File: config.mk
export PLATFORM = sky130hd
export DESIGN_NAME = lomo_param_scheduler
export DESIGN_NICKNAME = d
export VERILOG_FILES = /design/src/rtl/lomo_param_pkg.sv /design/src/rtl/lomo_rr_arbiter.sv /design/src/rtl/lomo_param_scheduler.sv
export SDC_FILE = /design/constraint.sdc
export NUM_CORES = 1
export LEC_CHECK = 0
export BUFFER_PORTS_ARGS = -buffer_cell sky130_fd_sc_hd__buf_2
export CORE_MARGIN = 8
export CORE_UTILIZATION = 49
export CTS_CLUSTER_SIZE = 14
export DETAILED_ROUTE_END_ITERATION = 8
export PLACE_DENSITY_LB_ADDON = 0.12
export SLEW_MARGIN = 10
export SYNTH_ARGS = -nofsm -noshare
export SYNTH_HDL_FRONTEND = slang
export SYNTH_SLANG_ARGS = --single-unit
File: constraint.sdc
create_clock -name clk -period 7.6 [get_ports clk]
set_clock_uncertainty 0.05 [all_clocks]
set_input_delay 0.38 -clock clk [delete_from_list [all_inputs] [get_ports clk]]
set_output_delay 0.38 -clock clk [all_outputs]
set_load 0.05 [all_outputs]
File: src/rtl/lomo_param_pkg.sv
// Shared definitions for the LOMO auxiliary parameter scheduler:
// slot map, reset defaults and FSM state encoding.
package lomo_param_pkg;

    localparam int NPARAM = 7;

    localparam int SLOT_CORR = 0;
    localparam int SLOT_PEL  = 1;
    localparam int SLOT_XD   = 2;
    localparam int SLOT_YD   = 3;
    localparam int SLOT_RM   = 4;
    localparam int SLOT_POS  = 5;
    localparam int SLOT_ARU  = 6;

    // Slot k lives at element [k]; both banks come out of reset with these values.
    localparam logic [NPARAM-1:0][7:0] PARAM_DEFAULT = {
        8'd161, 8'd151, 8'd141, 8'd131, 8'd121, 8'd111, 8'd101
    };

    typedef enum logic {
        ST_RUN    = 1'b0,
        ST_COMMIT = 1'b1
    } state_t;

endpackage

File: src/rtl/lomo_rr_arbiter.sv
// Round-robin arbiter: combinational winner for same-edge use, registered
// one-hot grant pulse, and a requester is never granted two cycles running.
module lomo_rr_arbiter #(
    parameter int NREQ = 4,
    parameter int IW   = (NREQ > 1) ? $clog2(NREQ) : 1
) (
    input  logic            clk,
    input  logic            reset,
    input  logic            en,
    input  logic [NREQ-1:0] req,
    output logic [NREQ-1:0] gnt,
    output logic            win_vld,
    output logic [IW-1:0]   win_idx
);

    logic [IW-1:0]   ptr;
    logic [IW-1:0]   ptr_nxt;
    logic [NREQ-1:0] elig;
    logic [IW:0]     cand;

    always_comb begin
        elig    = en ? (req & ~gnt) : '0;
        win_vld = 1'b0;
        win_idx = '0;
        cand    = '0;
        // Scan from the pointer upward, wrapping modulo NREQ.
        for (int o = 0; o < NREQ; o++) begin
            cand = {1'b0, ptr} + (IW+1)'(o);
            if (cand >= (IW+1)'(NREQ))
                cand = cand - (IW+1)'(NREQ);
            if (!win_vld && elig[cand[IW-1:0]]) begin
                win_vld = 1'b1;
                win_idx = cand[IW-1:0];
            end
        end
        ptr_nxt = (win_idx == IW'(NREQ-1)) ? '0 : win_idx + 1'b1;
    end

    always_ff @(posedge clk) begin
        if (reset) begin
            gnt <= '0;
            ptr <= '0;
        end else begin
            gnt <= '0;
            if (win_vld) begin
                gnt[win_idx] <= 1'b1;
                ptr          <= ptr_nxt;
            end
        end
    end

endmodule

File: src/rtl/lomo_param_scheduler.sv
// Arbitrated shadow/active parameter bank for the LOMO frame serializer;
// the shadow bank is copied into the active bank only at frame boundaries.
module lomo_param_scheduler
    import lomo_param_pkg::*;
#(
    parameter int NREQ = 4,
    parameter int DW   = 8
) (
    input  logic                 clk,
    input  logic                 reset,
    input  logic [NREQ-1:0]      req,
    input  logic [NREQ*3-1:0]    req_addr,
    input  logic [NREQ*DW-1:0]   req_data,
    input  logic                 frame_start,
    output logic [NREQ-1:0]      gnt,
    output logic [NPARAM*DW-1:0] param_out,
    output logic [NPARAM-1:0]    pend,
    output logic                 commit,
    output logic                 err_addr,
    output logic                 ovr,
    output logic [7:0]           upd_cnt
);

    localparam int IW = (NREQ > 1) ? $clog2(NREQ) : 1;

    state_t state, state_nxt;

    logic [NPARAM-1:0][DW-1:0] active;
    logic [NPARAM-1:0][DW-1:0] shadow;
    logic [NREQ-1:0][2:0]      addr_v;
    logic [NREQ-1:0][DW-1:0]   data_v;
    logic                      win_vld;
    logic [IW-1:0]             win_idx;
    logic [2:0]                wr_addr;
    logic [DW-1:0]             wr_data;
    logic                      wr_ok;
    logic [NPARAM-1:0]         wr_sel;
    logic [8:0]                upd_sum;
    logic                      in_commit;

    assign addr_v    = req_addr;
    assign data_v    = req_data;
    assign param_out = active;
    assign in_commit = (state == ST_COMMIT);

    always_ff @(posedge clk) begin
        if (reset) state <= ST_RUN;
        else       state <= state_nxt;
    end

    always_comb begin
        state_nxt = state;
        case (state)
            ST_RUN:    if (frame_start) state_nxt = ST_COMMIT;
            ST_COMMIT: state_nxt = ST_RUN;
            default:   state_nxt = ST_RUN;
        endcase
    end

    // Grants are only issued into cycles spent in RUN, so the decision edge
    // is enabled exactly when the next state is RUN.
    lomo_rr_arbiter #(.NREQ(NREQ), .IW(IW)) u_arb (
        .clk     (clk),
        .reset   (reset),
        .en      (state_nxt == ST_RUN),
        .req     (req),
        .gnt     (gnt),
        .win_vld (win_vld),
        .win_idx (win_idx)
    );

    assign wr_addr = addr_v[win_idx];
    assign wr_data = data_v[win_idx];
    assign wr_ok   = win_vld && (wr_addr < 3'(NPARAM));
    assign upd_sum = {1'b0, upd_cnt} + 9'($countones(pend));

    always_comb begin
        wr_sel = '0;
        if (wr_ok) wr_sel[wr_addr] = 1'b1;
    end

    always_ff @(posedge clk) begin
        if (reset) begin
            for (int k = 0; k < NPARAM; k++) begin
                active[k] <= DW'(PARAM_DEFAULT[k]);
                shadow[k] <= DW'(PARAM_DEFAULT[k]);
            end
            pend     <= '0;
            commit   <= 1'b0;
            err_addr <= 1'b0;
            ovr      <= 1'b0;
            upd_cnt  <= '0;
        end else begin
            commit   <= in_commit;
            err_addr <= win_vld && !wr_ok;
            if (in_commit && frame_start) ovr <= 1'b1;
            // A write landing on the commit edge stays pending for the next frame.
            for (int k = 0; k < NPARAM; k++) begin
                if (wr_sel[k])            shadow[k] <= wr_data;
                if (in_commit && pend[k]) active[k] <= shadow[k];
            end
            pend <= (in_commit ? '0 : pend) | wr_sel;
            if (in_commit) upd_cnt <= upd_sum[8] ? 8'hFF : upd_sum[7:0];
        end
    end

endmodule

[Word level (Yosys, flattened, before mapping)]
Index checks and enable logic that the tools add are counted.
Storage, ports and cells
  logic and storage cells: 111
  bits in registers: 137
  input port bits: 51
  output and inout port bits: 78
Operators by class
  reduce and logical (&&, ||, !) cells: 20
  equal/unequal tests: 1
  bitwise gates (word level): 5
  muxes and demuxes: 35
  magnitude comparators: 13
  $add $sub $neg: 15
Operators by type and width (number)
  $mux 2: 9
  $bmux 8 s2: 1
  $mux 8: 2
  $logic_and 1x1->1: 15
  $lt 2x3->1 const B: 5
  $mux 7: 2
  $mux 1: 11
  $add 8x4->9: 1
  $ge 3x3->1 const B: 3
  $bmux 1 s2: 4
  $sub 2x1->2 const B: 4
  $or 7x7->7: 1
  $add 1x1->2: 3
  $add 2x2->3 const B: 2
  $bmux 3 s2: 1
  $add 3x3->4: 1
  $and 4x4->4: 1
  $logic_not 1->1: 4
  $lt 3x4->1 const B: 1
  $mux 4: 1
  $not 4->4: 1
  $add 2x1->3: 1
  $add 2x1->3 const B: 1
  $add 2x2->3: 1
  12 further kinds: 13

[Depth between registers and ports, before layout]
Gate-level depths: netlist of the first run.
  depth after elaboration: 23
  gate-level depth with buffers: 13
  mapped depth without buffers: 13

[By module]
Synthesis of the first run repeated with hierarchy kept, for this count alone.
Unflattened totals
  cells, all modules: 586
  area total of the unflattened synthesis: 5696.7 um2
Modules (own cells, without submodules)
  lomo_param_scheduler: area each 5252.5 um2, cells each 540, seq. area each 2622.5 um2, times used 1
  lomo_rr_arbiter: area each 444.2 um2, cells each 46, seq. area each 120.1 um2, times used 1

[Worst setup path after synthesis of the first run]
No wires, ideal clock.
  kind: register -> register
  start: reg pend[3]
  end: reg upd_cnt[0]
  clock period less this slack: 3.624 ns
  stages on the path, launching flop included: 13
  arrival time: 3.442 ns
  library setup time: 0.132 ns
  setup slack: 3.976 ns
  data required time: 7.418 ns
  buffers on the path: 0
  path through: dfxtp_1 -> fa_1 -> inv_1 -> fa_1 -> fa_1 -> inv_1 -> ha_1 -> fa_1 -> a21o_1 -> a21o_1 -> nand2_1 -> or3_1 -> a21oi_1
On the way
  cells in the longest elaborated chain, start to end: 5
Ends and longest elaborated chain
  start, declared: line lomo_param_scheduler.sv:17  | output logic [NPARAM-1:0] pend,
  start signal, assigned: line lomo_param_scheduler.sv:102  | pend <= (in_commit ? '0 : pend) | wr_sel;
  $add 1x1->2 (implied by the code): line lomo_param_scheduler.sv:75  | assign upd_sum = {1'b0, upd_cnt} + 9'($countones(pend));
  $add 2x2->3 (implied by the code): line lomo_param_scheduler.sv:75
  $add 3x3->4 (implied by the code): line lomo_param_scheduler.sv:75
  $add 8x4->9: line lomo_param_scheduler.sv:75
  $mux 8: line lomo_param_scheduler.sv:103  | if (in_commit) upd_cnt <= upd_sum[8] ? 8'hFF : upd_sum[7:0];
  end signal, assigned: line lomo_param_scheduler.sv:103
  end, declared: line lomo_param_scheduler.sv:21  | output logic [7:0] upd_cnt
No other way between the ends.
A chain may end at the register's enable or synchronous reset.

[Final worst setup path of the first run]
  start: reg pend[1]
  end: reg upd_cnt[1]
Same word-level chain as after synthesis.

==> results of run 1 <==
==> cell families (layout without fill, tap and decap cells) <==
logic type | count (synthesis) | count (layout) | synth area share, %
adder cells (fa/ha/maj) | 15 | 15 | 3.60
buffers and inverters | 66 | 182 | 5.15
multiplexers | 64 | 64 | 11.4
XOR/XNOR | 2 | 2 | 0.290
AO/OA/AOI/OAI | 120 | 120 | 13.0
flip-flops | 137 | 137 | 45.4
AND/OR/NAND/NOR | 249 | 249 | 21.2
==> cell usage after synthesis, types with 2 or more instances <==
library cell | n | area, um2
nor2b_1 | 5 | 31.3
nor3_1 | 5 | 25.0
nand2b_1 | 35 | 219
o211ai_1 | 2 | 15.0
a21o_1 | 5 | 37.5
a21oi_1 | 49 | 245
mux2i_1 | 60 | 601
buf_6 | 8 | 90.1
o211ai_2 | 7 | 87.6
fa_1 | 4 | 80.1
nor2_1 | 39 | 146
clkbuf_1 | 30 | 113
dfxtp_1 | 137 | 2740
inv_1 | 20 | 75.1
and3_1 | 26 | 163
clkbuf_2 | 2 | 10.0
nand2_1 | 60 | 225
and2_1 | 8 | 50.1
mux4_2 | 4 | 90.1
buf_1 | 4 | 15.0
nand3_1 | 51 | 255
nand3b_1 | 14 | 105
ha_1 | 11 | 138
o21ai_0 | 24 | 120
a211o_1 | 24 | 210
a211oi_1 | 2 | 15.0
==> layer usage <==
| metal | vias up | share of wire (%) | track usage, % |
|---|---|---|---|
| met5 | - | 0 | 0 |
| met4 | 0 | 0.79 | 5.53 |
| met3 | 8 | 4.9 | 5.20 |
| met2 | 148 | 48 | 33.0 |
| met1 | 2391 | 46 | 23.6 |
| li1 | 2475 | - | - |
==> worst max-delay path, cell delays in order (launching register included) <==
cell and delay (ns):
dfxtp_1 0.56, fa_1 0.48, inv_1 0.08, fa_1 0.42, fa_1 0.49, inv_1 0.04, ha_1 0.20, fa_1 0.41
a21o_1 0.20, a21o_1 0.20, nand2_1 0.10, or3_1 0.20, a21oi_1 0.09
==> path summary, 6_finish.rpt <==
kind / startpoint / endpoint / slack, ns / depth (start not counted)
worst max register to register: pend[1]$_SDFF_PP0_ / upd_cnt[1]$_SDFFE_PP0P_ / 3.94 / 12
worst min register to register: param_out[26]$_SDFFE_PP0P_ / param_out[26]$_SDFFE_PP0P_ / 0.40 / 2
worst max-delay path: pend[1]$_SDFF_PP0_ / upd_cnt[1]$_SDFFE_PP0P_ / 3.94 / 12
worst min-delay path: frame_start / ovr$_SDFFE_PP0P_ / 0.22 / 3
==> state kept, by name, indices dropped and copies added, names as in the netlist, 2 cells and up <==
register and flops:
param_out 56, shadow 56, upd_cnt 8, pend 7, u_arb.gnt 4, u_arb.ptr 2
==> layout make-up <==
class                           instances  area (um2)  area share (%)
Multi-Input combinational cell        450        2990            41.1
Sequential cell                       137        2740            37.7
Timing Repair Buffer                  130         658            9.03
Clock buffer                           20         457            6.27
Tap cell                              147         184            2.52
Clock inverter                         11         171            2.35
Inverter                               21        78.8            1.08
==> power groups by stage <==
| stage | sequential (mW) | clock (mW) | combinational (mW) |
|---|---|---|---|
| after global routing | 0.824 | 0.910 | 0.434 |
| after floorplan | 0.873 | 0 | 0.260 |
| after detailed placement | 0.831 | 0 | 0.396 |
| final | 0.817 | 0.867 | 0.398 |
| after CTS | 0.817 | 0.875 | 0.399 |
| after global placement | 0.829 | 0 | 0.386 |
==> results.env, run 1 <==
RUN_STATUS='completed'
MAX_SLEW.WORST_PIN.SLEW_NS=1.22
FINAL_LAYOUT_SIZE_SUFFIX_GT1_SHARE_PCT=23.1
SYNTHTOLAYOUTAREAGROWTH_PCT=20.5
FIN_WS_NS=3.94
LAYOUT.CELLS.MOST_COMMON='dfxtp_1'
POWER.INTERNAL_mW=1.47
POST_CTS.RESIZED_INSTANCES=0
CLK_PIN_SLEW_NS=0.06
STATIC_POWER_DUE_TO_LEAKAGE_nW=3.41
P_SEQ_SHARE_PCT=39.2
NUMPLACEDINSTANCES=885
PRE_CTS_WS_NS=3.95
TOTAL_POWER_OF_THE_FINAL_LAYOUT_mW=2.08
STARTPOINT_TYPE='flip-flop'
CHIPWIDTH_UM=127
DATA_ARRIVAL_AT_THE_ENDPOINT_OF_THE_CRITICAL_PATH_NS=3.87
FIRST_ITER_VIOLATIONS=295
NUM_ROWS=40
HOLD_VIOL_FINAL=0
TOTAL_ROUTING_RESOURCE_UTILIZATION_AFTER_GLOBAL_ROUTING_PCT=19.4
YOSYS.CELL_TYPES.COUNT=43
DIE_AREA_MM2=0.0161
ANTENNA_VIOLATIONS_BEFORE_REPAIR=0
CTS_NUM_SINKS=137
CLOCKBUFFERDEPTH=2
POWER_FRAC_CLOCK_PCT=41.6
DRCVIOLATIONCOUNT=0
FIN_AREA_MM2=0.00728
WORST_SKEW_PAIR.LATE_LATENCY_NS=0.41
CRITICAL_PATH_REQUIRED_NS=7.81
DESIGN.FINAL.NETS=823
TRITONCTS_CLOCK_TREE='done'
SYNTH.FF_LATCH_COUNT=137
NETSWITCHINGPOWER_mW=0.609
NFILLCELLS=1034
DETAILED_PLACE_HPWL_UM=11200
DESIGN.CORE.AREA_MM2=0.0120
GLOBAL_ROUTE_WIRE_LENGTH_BEFORE_REPAIR_UM=25400
CLOCKROOTBUFFER='clkbuf_16'
POSTCTSSETUPREPAIRBUFS=0
WIRE_PER_INST_UM=17.3
POST_SYNTH.CELL_AREA_AVG_UM2=9.26
CP-END-KIND='flip-flop'
WORST_HOLD_PATH_TYPE='in -> reg'
FINAL.HOLD.WORST_SLACK_NS=0.220
DIE-HEIGHT_UM=127
SETUP_VIOL_COUNT_FINAL=0
NUM_ANTENNA_CELLS=0
PLACE_AREA_MM2=0.00666
FINAL_MAX_SLEW_VIOL_COUNT=0
POSTCTSHOLDBUFS=0
WL_UM=15800
CRITPATHMAXFANOUT=12
FINAL_CELL_COUNT_NO_FILL=916
FINAL_ANTENNA_NET_COUNT=0
MAPPEDNETLISTAREA_MM2=0.00605
CRITICALPATHCATEGORY='reg -> reg'
SYNTHESIS.YOSYS.WARNINGS=0
RSZ_0062_RAISED_AFTER_GLOBAL_ROUTING='no'
TOP_LEVEL_PORTS=129
CLOCK.FMAX_MHz=273
ROUTED_VIA_DENSITY=5.48
SYN-INSTANCE-COUNT=653
TIMING.MAX_SLEW.REL_SLACK_PCT=18.3
FIN_CRIT_NS=3.66
MAX-VDD-IR-DROP_uV=120
GP_CONGESTION=0.795
PORT_BUFFERS=128
POWER.DENSITY_CELL_AREA_mW_PER_MM2=286
MAX-CAP-VIOLATIONS=0
POSTSYNTH.TOPFLOPCELL='dfxtp_1'
SWITCHING_SHARE_PCT=29.3
START_UTIL_PCT=50.3
CTSHTREEMAXLEVEL=4
SYNTH_SEQ_AREA_SHARE_PCT=45.4
ACCUMULATED_NEGATIVE_SETUP_SLACK_NS=0
SYNTH-EDFF-COUNT=0
POWER.COMBINATIONAL.FRACTION_PCT=19.1
MAXIMUM_NUMBER_OF_PINS_ON_ONE_NET_BEFORE_GLOBAL_ROUTE_REPAIR=85
SYNTH.NET_COUNT=719
TIMING.FINAL.CRIT_SHARE_PCT=48.2
LAYOUT_COMMON_CELLS='dfxtp_1 (136), buf_2 (127), nand2_1 (60), mux2i_1 (60), nand3_1 (51)'
DRTPASS1ITERATIONS=5
GRT_PASS1_VIAS=5137
FINALCOREUTILIZATION_PCT=60.6
GRT.OVERFLOW.TOTAL=0
SYNTHARSTFLOPSHARE_PCT=0
CTS_INSERTED_BUFFERS=17
DETAILROUTE.VIA_COUNT=5022
(Power assumes the default switching activity.)
==> run 2: changes to the inputs <==
clock period = 3.69 ns   (was 7.6 ns; I/O delays follow)
==> run 2 against run 1 <==
  * Highest routed layer unchanged
  * Fmax increased by 4.9%
  * First-iteration DRC count increased by 19%
  * Sequential power increased by 100%
  * Worst setup slack got worse by 3.7 ns
  * Worst hold slack improved by 0.0054 ns
  * Non-clock buffer count increased by 8
  * Combinational power increased by 110%
  * Cell count increased by 0.98%
==> results.env, run 2 (synthesized netlist as in run 1, its figures left out) <==
CLK_PIN_SLEW_NS=0.06  # about the same
CLOCKBUFFERDEPTH=2  # unchanged
DRCVIOLATIONCOUNT=0  # unchanged
TOP_LEVEL_PORTS=129  # unchanged
FINAL_ANTENNA_NET_COUNT=0  # unchanged
FINAL.HOLD.WORST_SLACK_NS=0.225  # was 0.220 ns
START_UTIL_PCT=50.3  # unchanged
LAYOUT_COMMON_CELLS='dfxtp_1 (136), buf_2 (127), nand2_1 (60), mux2i_1 (60), nand3_1 (51)'  # unchanged
FIRST_ITER_VIOLATIONS=351  # was 295
CTS_INSERTED_BUFFERS=17  # unchanged
TIMING.MAX_SLEW.REL_SLACK_PCT=48.9  # was 18.3%
SYNTHTOLAYOUTAREAGROWTH_PCT=20.6  # was 20.5%
GLOBAL_ROUTE_WIRE_LENGTH_BEFORE_REPAIR_UM=25100  # was 25400 um
CHIPWIDTH_UM=127  # unchanged
LAYOUT.CELLS.MOST_COMMON='dfxtp_1'  # unchanged
DATA_ARRIVAL_AT_THE_ENDPOINT_OF_THE_CRITICAL_PATH_NS=3.72  # was 3.87 ns
HOLD_VIOL_FINAL=0  # unchanged
WORST_HOLD_PATH_TYPE='in -> reg'  # unchanged
FIN_WS_NS=0.197  # was 3.94 ns
SETUP_VIOL_COUNT_FINAL=0  # unchanged
MAXIMUM_NUMBER_OF_PINS_ON_ONE_NET_BEFORE_GLOBAL_ROUTE_REPAIR=81  # was 85
CRITPATHMAXFANOUT=5  # was 12
TRITONCTS_CLOCK_TREE='done'  # unchanged
WORST_SKEW_PAIR.LATE_LATENCY_NS=0.42  # was 0.41 ns
POWER.DENSITY_CELL_AREA_mW_PER_MM2=569  # was 286 mW/mm2
FINAL_MAX_SLEW_VIOL_COUNT=0  # unchanged
ACCUMULATED_NEGATIVE_SETUP_SLACK_NS=0  # unchanged
WL_UM=15600  # was 15800 um
CLOCK.FMAX_MHz=286  # was 273 MHz
ROUTED_VIA_DENSITY=5.48  # about the same
PRE_CTS_WS_NS=0.222  # was 3.95 ns
GRT_PASS1_VIAS=5065  # was 5137
CRITICAL_PATH_REQUIRED_NS=3.92  # was 7.81 ns
POSTCTSSETUPREPAIRBUFS=0  # unchanged
DESIGN.CORE.AREA_MM2=0.0120  # unchanged
CTSHTREEMAXLEVEL=4  # unchanged
WIRE_PER_INST_UM=16.9  # was 17.3 um
STARTPOINT_TYPE='flip-flop'  # unchanged
NUM_ANTENNA_CELLS=0  # unchanged
CLOCKROOTBUFFER='clkbuf_16'  # unchanged
STATIC_POWER_DUE_TO_LEAKAGE_nW=3.42  # was 3.41 nW
RUN_STATUS='completed'  # unchanged
TOTAL_ROUTING_RESOURCE_UTILIZATION_AFTER_GLOBAL_ROUTING_PCT=19.5  # was 19.4%
NUM_ROWS=40  # unchanged
ANTENNA_VIOLATIONS_BEFORE_REPAIR=0  # unchanged
CRITICALPATHCATEGORY='reg -> reg'  # unchanged
TIMING.FINAL.CRIT_SHARE_PCT=94.7  # was 48.2%
CTS_NUM_SINKS=137  # unchanged
GP_CONGESTION=0.780  # was 0.795
DETAILROUTE.VIA_COUNT=5070  # was 5022
MAX-VDD-IR-DROP_uV=384  # was 120 uV
DESIGN.FINAL.NETS=831  # was 823
POSTCTSHOLDBUFS=1  # was 0
GRT.OVERFLOW.TOTAL=0  # unchanged
DETAILED_PLACE_HPWL_UM=11200  # about the same
POST_CTS.RESIZED_INSTANCES=0  # unchanged
FINAL_LAYOUT_SIZE_SUFFIX_GT1_SHARE_PCT=23.7  # was 23.1%
DRTPASS1ITERATIONS=5  # unchanged
MAX-CAP-VIOLATIONS=0  # unchanged
DIE_AREA_MM2=0.0161  # unchanged
DIE-HEIGHT_UM=127  # unchanged
PORT_BUFFERS=128  # unchanged
RSZ_0062_RAISED_AFTER_GLOBAL_ROUTING='no'  # unchanged
MAX_SLEW.WORST_PIN.SLEW_NS=0.764  # was 1.22 ns
FIN_CRIT_NS=3.49  # was 3.66 ns
CP-END-KIND='flip-flop'  # unchanged
==> run 2: cell type report <==
type | instances | area [um2]
clock inverters | 11 | 124
multi-input cells | 450 | 2990
clock buffers | 21 | 450
inverters | 21 | 78.8
flip-flops and latches | 137 | 2740
well taps | 147 | 184
fillers | 1067 | 4720
repair buffers | 138 | 721
==> run 2: final timing paths <==
kind / startpoint / end / slack (ns) / cells after the start
worst min register to register: param_out[33]$_SDFFE_PP0P_ / param_out[33]$_SDFFE_PP0P_ / 0.40 / 2
worst min-delay path: reset / ovr$_SDFFE_PP0P_ / 0.23 / 2
worst max register to register: pend[0]$_SDFF_PP0_ / upd_cnt[0]$_SDFFE_PP0P_ / 0.20 / 12
worst max-delay path: pend[0]$_SDFF_PP0_ / upd_cnt[0]$_SDFFE_PP0P_ / 0.20 / 12
==> run 2: routing by layer <==
layer / global-route usage [%] / up-vias / share of wire, %
li1: - / 2491 / -
met1: 23.8 / 2434 / 46
met2: 32.6 / 131 / 48
met3: 5.91 / 14 / 4.9
met4: 5.25 / 0 / 0.97
met5: 0 / - / 0
==> run 2: power breakdown <==
part	total, mW	leakage, nW	internal (mW)	switching, mW
clock network	1.64	0.273	1.01	0.626
registers	1.67	1.11	1.59	0.0771
logic	0.844	2.04	0.289	0.555
==> run 2: metrics by stage <==
step	cell area, um2	total power [mW]	std cells	utilization (%)
2_1_floorplan	6050	2.33	653	-
3_3_place_gp	6710	2.52	892	55.9
3_5_place_dp	6710	2.55	892	55.9
4_1_cts	7290	4.18	925	60.7
5_1_grt	7290	4.33	925	60.7
6_report	7290	4.15	925	60.7
==> run 2: critical path: stages, from the launching register on <==
cell and delay [ns]:
dfxtp_1 0.33, fa_1 0.54, inv_1 0.05, fa_1 0.45, fa_1 0.49, inv_1 0.04
ha_1 0.20, fa_1 0.41, a21o_1 0.20, a21o_1 0.20, nand2_1 0.10, or3_1 0.20
a21oi_1 0.09
==> run 3: changes to the inputs <==
CORE_UTILIZATION = 25   (was 49)
==> run 3 against run 2 <==
  * Sequential share of layout area fell by 1.8 points
  * Clock power rose by 23%
  * Die area rose by 82%
  * Non-clock buffer count rose by 2
  * Register-to-register slack barely moved
  * Combinational power rose by 4.6%
  * Sequential power barely moved
  * Utilization fell by 29 points
  * Design area rose by 5.1%
  * Cell count rose by 19%
  * Critical path depth did not move
  * Flip-flop and latch count did not move
==> results.env, run 3 (synthesized netlist as in run 1, its figures left out) <==
POSTCTSSETUPREPAIRBUFS=0  # unchanged
DETAILROUTE.VIA_COUNT=5056  # was 5070
POWER.DENSITY_CELL_AREA_mW_PER_MM2=595  # was 569 mW/mm2
P_SEQ_SHARE_PCT=36.6  # was 40.3%
CHIPWIDTH_UM=172  # was 127 um
CRITICAL_PATH_REQUIRED_NS=3.93  # was 3.92 ns
CTS_INSERTED_BUFFERS=17  # unchanged
DIE_AREA_MM2=0.0294  # was 0.0161 mm2
FINALCOREUTILIZATION_PCT=31.9  # was 60.7%
SETUP_VIOL_COUNT_FINAL=0  # unchanged
NFILLCELLS=2575  # was 1067
DRCVIOLATIONCOUNT=0  # unchanged
DATA_ARRIVAL_AT_THE_ENDPOINT_OF_THE_CRITICAL_PATH_NS=3.74  # was 3.72 ns
CLK_PIN_SLEW_NS=0.06  # about the same
CRITPATHMAXFANOUT=5  # unchanged
PORT_BUFFERS=128  # unchanged
TOTAL_ROUTING_RESOURCE_UTILIZATION_AFTER_GLOBAL_ROUTING_PCT=13.0  # was 19.5%
GRT_PASS1_VIAS=5208  # was 5065
DESIGN.FINAL.NETS=833  # was 831
ROUTED_VIA_DENSITY=4.58  # was 5.48
GRT.OVERFLOW.TOTAL=0  # unchanged
LAYOUT_COMMON_CELLS='dfxtp_1 (136), buf_2 (127), nand2_1 (60), mux2i_1 (60), nand3_1 (51)'  # unchanged
DESIGN.CORE.AREA_MM2=0.0240  # was 0.0120 mm2
NUM_ANTENNA_CELLS=0  # unchanged
TOTAL_POWER_OF_THE_FINAL_LAYOUT_mW=4.56  # was 4.15 mW
FINAL_MAX_SLEW_VIOL_COUNT=0  # unchanged
RSZ_0062_RAISED_AFTER_GLOBAL_ROUTING='no'  # unchanged
CTS_NUM_SINKS=137  # unchanged
SWITCHING_SHARE_PCT=28.6  # was 30.3%
MAXIMUM_NUMBER_OF_PINS_ON_ONE_NET_BEFORE_GLOBAL_ROUTE_REPAIR=80  # was 81
NUMPLACEDINSTANCES=1072  # was 892
CLOCKBUFFERDEPTH=2  # unchanged
RUN_STATUS='completed'  # unchanged
FINAL_ANTENNA_NET_COUNT=0  # unchanged
MAX-CAP-VIOLATIONS=0  # unchanged
FIN_AREA_MM2=0.00766  # was 0.00729 mm2
DIE-HEIGHT_UM=172  # was 127 um
FINAL_LAYOUT_SIZE_SUFFIX_GT1_SHARE_PCT=24.3  # was 23.7%
WIRE_PER_INST_UM=17.0  # was 16.9 um
MAX_SLEW.WORST_PIN.SLEW_NS=0.821  # was 0.764 ns
PRE_CTS_WS_NS=0.182  # was 0.222 ns
POST_CTS.RESIZED_INSTANCES=0  # unchanged
GLOBAL_ROUTE_WIRE_LENGTH_BEFORE_REPAIR_UM=29400  # was 25100 um
HOLD_VIOL_FINAL=0  # unchanged
FINAL.HOLD.WORST_SLACK_NS=0.0214  # was 0.225 ns
POWER.INTERNAL_mW=3.26  # was 2.89 mW
POSTCTSHOLDBUFS=0  # was 1
CP-END-KIND='flip-flop'  # unchanged
TIMING.FINAL.CRIT_SHARE_PCT=94.8  # was 94.7%
WORST_SKEW_PAIR.LATE_LATENCY_NS=0.42  # about the same
ANTENNA_VIOLATIONS_BEFORE_REPAIR=0  # unchanged
TRITONCTS_CLOCK_TREE='done'  # unchanged
SYNTHTOLAYOUTAREAGROWTH_PCT=26.8  # was 20.6%
CRITICALPATHCATEGORY='reg -> reg'  # unchanged
LAYOUT.CELLS.MOST_COMMON='dfxtp_1'  # unchanged
CLOCKROOTBUFFER='clkbuf_16'  # unchanged
DETAILED_PLACE_HPWL_UM=13700  # was 11200 um
TOP_LEVEL_PORTS=129  # unchanged
GP_CONGESTION=0.791  # was 0.780
POWER_FRAC_CLOCK_PCT=44.1  # was 39.4%
MAX-VDD-IR-DROP_uV=204  # was 384 uV
CLOCK.FMAX_MHz=286  # about the same
WL_UM=18800  # was 15600 um
ACCUMULATED_NEGATIVE_SETUP_SLACK_NS=0  # unchanged
START_UTIL_PCT=25.2  # was 50.3%
WORST_HOLD_PATH_TYPE='in -> reg'  # unchanged
CTSHTREEMAXLEVEL=4  # unchanged
POWER.COMBINATIONAL.FRACTION_PCT=19.3  # was 20.3%
PLACE_AREA_MM2=0.00697  # was 0.00671 mm2
DRTPASS1ITERATIONS=4  # was 5
NETSWITCHINGPOWER_mW=1.30  # was 1.26 mW
FIN_WS_NS=0.191  # was 0.197 ns
TIMING.MAX_SLEW.REL_SLACK_PCT=45.2  # was 48.9%
FINAL_CELL_COUNT_NO_FILL=1103  # was 925
STARTPOINT_TYPE='flip-flop'  # unchanged
FIN_CRIT_NS=3.50  # was 3.49 ns
NUM_ROWS=57  # was 40
STATIC_POWER_DUE_TO_LEAKAGE_nW=3.51  # was 3.42 nW
FIRST_ITER_VIOLATIONS=289  # was 351
==> run 3: changes by cell type in the layout (fill, tap and decap cells not counted) <==
cell / change
clkbuf_8: +1
dlygate4sd3_1: -1
clkinv_2: -1
buf_12: +1
clkbuf_1: -3
buf_4: +2
bufinv_16: +5
clkinv_4: -1
clkinvlp_4: -2
==> run 3: final timing paths <==
path	to	slack, ns	startpoint	depth (start not counted)
hold / removal	in_commit$_SDFF_PP0_	0.02	frame_start	3
hold reg to reg	param_out[1]$_SDFFE_PP0P_	0.40	param_out[1]$_SDFFE_PP0P_	2
setup reg to reg	upd_cnt[1]$_SDFFE_PP0P_	0.19	pend[0]$_SDFF_PP0_	12
setup / recovery	upd_cnt[1]$_SDFFE_PP0P_	0.19	pend[0]$_SDFF_PP0_	12
==> run 3: critical path: stages, from the launching register on <==
cell and delay [ns]:
dfxtp_1 0.33, fa_1 0.54, inv_1 0.05, fa_1 0.45, fa_1 0.50, inv_1 0.04
ha_1 0.20, fa_1 0.42, a21o_1 0.20, a21o_1 0.20, nand2_1 0.10, or3_1 0.20
a21oi_1 0.09
==> run 3: layer usage <==
metal / routed length, um / part of all wire [%] / GRT usage [%] / vias to the layer above
li1: - / - / - / 2505
met1: 9510 / 51 / 18.0 / 2395
met2: 7890 / 42 / 18.9 / 139
met3: 1120 / 6.0 / 4.13 / 17
met4: 236 / 1.3 / 3.74 / 0
met5: 0 / 0 / 0 / -
==> run 3: final cells by class <==
type / count / area, um2 / area share [%]
multi-input combinational: 450 / 2990 / 39.0
sequential: 137 / 2740 / 35.8
timing repair buffer: 140 / 746 / 9.73
clock buffer: 19 / 453 / 5.91
tap: 324 / 405 / 5.29
clock inverter: 12 / 245 / 3.20
inverter: 21 / 78.8 / 1.03
==> run 3: power groups by stage <==
stage / clock network (mW) / logic, mW / registers (mW)
4_1_cts: 2.05 / 0.895 / 1.67
3_3_place_gp: 0 / 0.885 / 1.70
3_5_place_dp: 0 / 0.894 / 1.70
5_1_grt: 2.12 / 0.973 / 1.69
6_report: 2.01 / 0.883 / 1.67
2_1_floorplan: 0 / 0.536 / 1.80
